===== src/rtl/hamming_ctrl_pkg.sv =====
// Shared types and default sizing for the serial Hamming(7,4) decode controller.
// Holds the FSM state encoding plus frame-length and error-counter widths.
package hamming_ctrl_pkg;

    localparam int CODE_LEN_DFLT = 7;
    localparam int DATA_LEN_DFLT = 4;
    localparam int CNT_W_DFLT    = 3;
    localparam int ERR_CNT_W     = 8;

    typedef enum logic [2:0] {
        S_IDLE  = 3'd0,
        S_RX    = 3'd1,
        S_CHECK = 3'd2,
        S_CORR  = 3'd3,
        S_TX    = 3'd4,
        S_DONE  = 3'd5
    } state_t;

endpackage


===== src/rtl/hamming_beat_cnt.sv =====
// Beat counter shared by the receive and transmit phases; wraps to 0 on the terminal beat.
// Latency: count updates one cycle after enable; at_term is combinational.
// Backpressure: enable low holds the count; clear forces 0 and overrides enable.
module hamming_beat_cnt #(
    parameter int CNT_W = 3
) (
    input  logic             clk,
    input  logic             reset_n,
    input  logic             clear,
    input  logic             enable,
    input  logic [CNT_W-1:0] term,
    output logic [CNT_W-1:0] count,
    output logic             at_term
);

    assign at_term = (count == term);

    always_ff @(posedge clk or negedge reset_n) begin
        if (!reset_n) begin
            count <= '0;
        end else if (clear) begin
            count <= '0;
        end else if (enable) begin
            count <= at_term ? '0 : count + 1'b1;
        end
    end

endmodule


===== src/rtl/hamming_decode_ctrl.sv =====
// Start/done handshaked sequencer for the serial Hamming(7,4) decoder; HAMMING_ERR_COUNT_EN adds err_count.
// Latency: start at cycle 0 -> rx 1-7, syn_load 8, corr 9, tx 10-13, done 14 when unstalled.
// Backpressure: in_valid low stalls RX, out_ready low stalls TX; start is ignored while busy.
module hamming_decode_ctrl
    import hamming_ctrl_pkg::*;
#(
    parameter int CODE_LEN = CODE_LEN_DFLT,
    parameter int DATA_LEN = DATA_LEN_DFLT,
    parameter int CNT_W    = CNT_W_DFLT
) (
    input  logic clk,
    input  logic reset_n,
    input  logic start,
    input  logic in_valid,
    output logic rx_shift,
    output logic syn_load,
    input  logic syn_nonzero,
    output logic corr_en,
    output logic tx_shift,
    input  logic out_ready,
    output logic busy,
    output logic done,
`ifdef HAMMING_ERR_COUNT_EN
    output logic [ERR_CNT_W-1:0] err_count,
`endif
    output logic err_flag
);

    state_t           state;
    state_t           state_nxt;
    logic [CNT_W-1:0] cnt;
    logic [CNT_W-1:0] cnt_term;
    logic             cnt_at_term;
    logic             cnt_clear;

    localparam logic [CNT_W-1:0] RX_TERM = CNT_W'(CODE_LEN - 1);
    localparam logic [CNT_W-1:0] TX_TERM = CNT_W'(DATA_LEN - 1);

    assign rx_shift = (state == S_RX) && in_valid;
    assign syn_load = (state == S_CHECK);
    assign corr_en  = (state == S_CORR) && syn_nonzero;
    assign tx_shift = (state == S_TX) && out_ready;
    assign done     = (state == S_DONE);
    assign busy     = (state != S_IDLE);

    // Counter only runs in the two shifting phases, so it sits at 0 everywhere else.
    assign cnt_clear = (state != S_RX) && (state != S_TX);
    assign cnt_term  = (state == S_RX) ? RX_TERM : TX_TERM;

    hamming_beat_cnt #(.CNT_W(CNT_W)) u_beat_cnt (
        .clk     (clk),
        .reset_n (reset_n),
        .clear   (cnt_clear),
        .enable  (rx_shift || tx_shift),
        .term    (cnt_term),
        .count   (cnt),
        .at_term (cnt_at_term)
    );

    always_comb begin
        state_nxt = state;
        case (state)
            S_IDLE:  if (start) state_nxt = S_RX;
            S_RX:    if (in_valid && cnt_at_term) state_nxt = S_CHECK;
            S_CHECK: state_nxt = S_CORR;
            S_CORR:  state_nxt = S_TX;
            S_TX:    if (out_ready && cnt_at_term) state_nxt = S_DONE;
            S_DONE:  state_nxt = S_IDLE;
            default: state_nxt = S_IDLE;
        endcase
    end

    always_ff @(posedge clk or negedge reset_n) begin
        if (!reset_n) begin
            state    <= S_IDLE;
            err_flag <= 1'b0;
        end else begin
            state <= state_nxt;
            if (state == S_IDLE && start) begin
                err_flag <= 1'b0;
            end else if (state == S_CORR) begin
                err_flag <= syn_nonzero;
            end
        end
    end

`ifdef HAMMING_ERR_COUNT_EN
    always_ff @(posedge clk or negedge reset_n) begin
        if (!reset_n) begin
            err_count <= '0;
        end else if (state == S_CORR && syn_nonzero && err_count != '1) begin
            err_count <= err_count + 1'b1;
        end
    end
`endif

    logic unused_cnt;
    assign unused_cnt = ^cnt;

endmodule


===== config.mk =====
export PLATFORM = sky130hd
export DESIGN_NAME = hamming_decode_ctrl
export DESIGN_NICKNAME = d
export VERILOG_FILES = /design/src/rtl/hamming_ctrl_pkg.sv /design/src/rtl/hamming_beat_cnt.sv /design/src/rtl/hamming_decode_ctrl.sv
export SDC_FILE = /design/constraint.sdc
export NUM_CORES = 1
export LEC_CHECK = 0
export ABC_AREA = 0
export BUFFER_PORTS_ARGS = -buffer_cell sky130_fd_sc_hd__buf_2
export CAP_MARGIN = 10
export CORE_AREA = 2 2 39 41
export CTS_CLUSTER_DIAMETER = 40
export CTS_CLUSTER_SIZE = 30
export DETAILED_ROUTE_END_ITERATION = 8
export DIE_AREA = 0 0 41 43
export SKIP_LAST_GASP = 1
export SYNTH_ARGS = -nofsm -noshare
export SYNTH_HDL_FRONTEND = slang
export SYNTH_HIERARCHICAL = 1
export SYNTH_SLANG_ARGS = --single-unit

===== constraint.sdc =====
create_clock -name clk -period 2.5 [get_ports clk]
set_input_delay 0.625 -clock clk [delete_from_list [all_inputs] [get_ports clk]]
set_output_delay 0.625 -clock clk [all_outputs]
set_load 0.05 [all_outputs]

# Yosys cells after proc, flatten, opt, wreduce, memory -nomap -nowiden

Index checks and enable logic that the tools add are counted.

Add/sub/neg operators: 1
Reduce and logical (&&, ||, !) cells: 13
Equality and inequality tests: 11
Mux-type cells: 10

Operator list:

| kind                                                                   | count |
|---|---|
| 3-bit 2-to-1 mux                                                       | 7 |
| 3-bit case mux with 5 select lines                                     | 1 |
| 1-bit logical AND                                                      | 7 |
| 3-bit by 2-bit equality test with 1-bit output (second input constant) | 2 |
| 3-bit equality test (second input constant)                            | 2 |
| 2-bit by 1-bit != test with 1-bit output (second input constant)       | 2 |
| 2-bit nonzero test                                                     | 2 |
| 3-bit by 1-bit adder with 3-bit output (second input constant)         | 1 |
| 3-bit by 1-bit equality test with 1-bit output (second input constant) | 1 |
| 3-bit equality test                                                    | 1 |
| 3-bit zero test                                                        | 1 |
| 3-bit by 1-bit != test with 1-bit output (second input constant)       | 1 |
| 3-bit != test (second input constant)                                  | 1 |
| 3-bit AND reduction                                                    | 1 |
| 3-bit nonzero test                                                     | 1 |
| 1-bit 2-to-1 mux                                                       | 2 |
| 2-bit != test (second input constant)                                  | 1 |
| 1-bit logical OR                                                       | 1 |

Flip-flop bits (word level): 7
Output and inout bits: 7
Word-level logic and storage cells: 38

# Depth between registers and ports, before layout

Word-level depth: 6
Gate-level depth with buffers: 7

# Hierarchy

The synthesis kept the hierarchy.

By module, submodules not included:

| module              | times used | seq. area each (µm²) | area each (µm²) | cells an instance |
|---|---|---|---|---|
| hamming_decode_ctrl | 1          | 100.1                | 279.0           | 32 |
| hamming_beat_cnt    | 1          | 75.1                 | 216.5           | 20 |

# Least setup slack after synthesis

No wires, ideal clock.

Path kind: reg2out
Start: register state[0]
End: output syn_load
Setup slack: 0.646 ns
Cell stages (with the launch flop): 3
Data arrival time: 1.229 ns
Path through: dfrtp_1 -> nand2b_1 -> nor2_1

Cells in the longest elaborated chain, start to end: 1

Ends and longest elaborated chain:

| element                                        | line                      | source |
|---|---|---|
| start, declared                                | hamming_decode_ctrl.sv:29 | `state_t state;` |
| start signal, assigned                         | hamming_decode_ctrl.sv:78 | `state <= state_nxt;` |
| 3-bit by 2-bit equality test with 1-bit output | hamming_decode_ctrl.sv:40 | `assign syn_load = (state == S_CHECK);` |
| end, declared                                  | hamming_decode_ctrl.sv:16 | `output logic syn_load,` |

Every way passes these cells.

# Worst setup path after layout

Start: register state[0]
End: output rx_shift

Cells in the longest elaborated chain, start to end: 2

Ends and longest elaborated chain:

| element                                        | line                      | source |
|---|---|---|
| 3-bit by 1-bit equality test with 1-bit output | hamming_decode_ctrl.sv:39 | `assign rx_shift = (state == S_RX) && in_valid;` |
| 1-bit logical AND                              | hamming_decode_ctrl.sv:39 |  |
| end, declared                                  | hamming_decode_ctrl.sv:15 | `output logic rx_shift,` |

Every way passes these cells.

==> metrics.txt <==
outcome completed; setup TNS 0 ns; Top FF cell, synth dfrtp_1; Die Y approximately 43 um; CP endpoint kind output port; post-CTS setup buffers 0; number of global-route vias before repair approximately 390; core box area roughly 1400 sq um; Mapped Nets 59; Storage cell area approximately 180 sq um; Vias 421; DP Wirelength 771 um; Critical Path RT ~1.9 ns; multiplexer share of the synthesized area 0%; crit share post-route a little over four fifths; Num CTS Buffers 3; Cells after Synth 52; reg-to-reg critical path startpoint state[0]; kind of critical path reg2out; Wirelength per Cell between 10 and 15 um; share of layout cells above drive strength 1 between 30 and 40%; ant diodes 0; routability cong. ~0.70; xor and xnor area share after synthesis under 10%; fillers between 100 and 150; vias per cell between 5 and 6; Clock Sink Count 7; Total Wirelength around 970 um; Reg clk slew, reported paths around 0.05 ns; initial antenna violation count 0; Worst-Skew Late Latency ~0.24 ns; combinational family with the most area after synthesis simple AND/OR/NAND/NOR gates; RSZ-0062 raised after global routing false; Power Density 1480 nW/um^2; commonest non-fill, non-tap cells in the layout 12 x buf_2, 7 x dfrtp_1, 4 x nor2_1, 4 x a21oi_1; met1 Use GR approximately 17%; area of the multi-input gates 308 sq um; H-tree depth 1; total track usage between 10% and 20%; die width a little over 40 um; first-pass GRT wire length about 1600 um; Startpoint Class flip-flop; Worst Hold Class in2async; Leakage 0.315 nW; CTS root buffer clkbuf_4; DRT Pass-1 Iters 2; largest net degree at the start of global routing 12; Peak Freq between 0.4 and 0.5 GHz; CP max-delay cell dfrtp_1; worst-path cell chain nor3b_2 -> and2_4 -> buf_2; drc violations 0; Post-Synth Simple-Gate Area between 30% and 40%; commonest non-fill, non-tap cell in the layout buf_2; placed insts 80; post_cts resized 0; Post-Synthesis Mean Instance Area between 9 and 10 sq um; EDFF count, synth 0; port bufs 12; Async SR Flop Fraction 100%; layout net count between 70 and 80; Max-Cap Viols 0; starting density of the core between 30% and 40%; drt first-iter violations 3; Critical Path Source state[0]; fin cells 84; crit path max fanout 9; die area between 1500 and 2000 sq um; P&R area growth vs syn 22.0%; row count 14; Final Hold Viols 0; Synth cell types 31; slowest stage delay, CP about 0.45 ns; DRT antenna net count 0; post-synthesis register bit count 7; YS warnings 6; Peak VDD IR 0.000795 V; buffer levels on the longest clock path 2; Final Max Tran Viols 0; hold slack final roughly 0.20 ns; Worst Clk Skew 0.00239 ns; WP data arrival around 1.5 ns; Post-Syn Area roughly 500 sq um; Post-Synth Adder-Cell Area under 10%; setup violators final 0; sequential element share of the synthesized area 35.4%; hold buffers post-CTS 0; minimum clock period between 2 and 2.5 ns; CTS tree done; gr busiest metal met2; complex-gate fraction of the synthesized area 19.4%; met2 usage 21.9%; Remaining Overflow, GRT 0; met3 Track Usage GR 3.14%; # IOs 13
-- cell usage after synthesis (2+ instances only) --
library cell  instances  area [sq um]
o311ai_1              2          17.5
inv_1                 2          7.51
a2bb2oi_1             2          17.5
nor2_1                4          15.0
nand2b_1              2          12.5
xor2_2                2          32.5
nand2_1               2          7.51
a21oi_1               4          20.0
nor2b_1               3          18.8
dfrtp_1               7           175
or2b_1                2          15.0
-- metrics by stage --
stage	setup WS, ns	cell area [sq um]	utilization, %	power [mW]
after floorplan	0.646	495	-	0.679
after global placement	0.528	578	41.8	0.790
after detailed placement	0.545	578	41.8	0.796
after CTS	0.359	604	43.7	0.905
after global routing	0.289	604	43.7	0.970
final	0.387	604	43.7	0.894
-- cell families after synthesis --
group	after synthesis
simple gates	24
compound gates	13
flops	7
xor+xnor	3
buf+inv	3
fa+ha+maj	1
other cells	1
-- worst max-delay path: cells and delay by family (launching register included) --
family                 cells  cell delay (ns)
buffers and inverters      1             0.25
flip-flops                 1             0.45
AND/OR/NAND/NOR            2             0.55
-- per-layer routing --
layer  vias to the layer above  wire (um)
li1                        216          -
met1                       193        437
met2                        10        487
met3                         2         36
met4                         0          4
met5                         -          0
-- final timing paths --
kind                                       end  slack, ns  depth (start not counted)
setup reg to reg                      state[0]       0.54                          7
hold reg to reg                       err_flag       0.51                          1
max in group asynchronous  u_beat_cnt/count[0]       2.14                          1
hold / removal                        state[1]       0.20                          1
min in group clk                      err_flag       0.51                          1
setup / recovery                      rx_shift       0.39                          3
-- sequential cells by signal, summed over array words and instances, names as in the netlist --
signal	count
state	3
u_beat_cnt/count	3
err_flag	1
-- power by group --
group / leakage (nW) / internal, mW / switching [mW]
logic: 0.207 / 0.207 / 0.372
registers: 0.0932 / 0.159 / 0.0567
clock network: 0.0150 / 0.0608 / 0.0401
-- final cells by class --
class | instances | share of cell area [%]
Multi-Input combinational cell | 42 | 50.9
Sequential cell | 7 | 29.0
Timing Repair Buffer | 13 | 11.2
Clock buffer | 4 | 4.35
Tap cell | 16 | 3.31
Inverter | 2 | 1.24
Power figures use the tool's default switching activity.
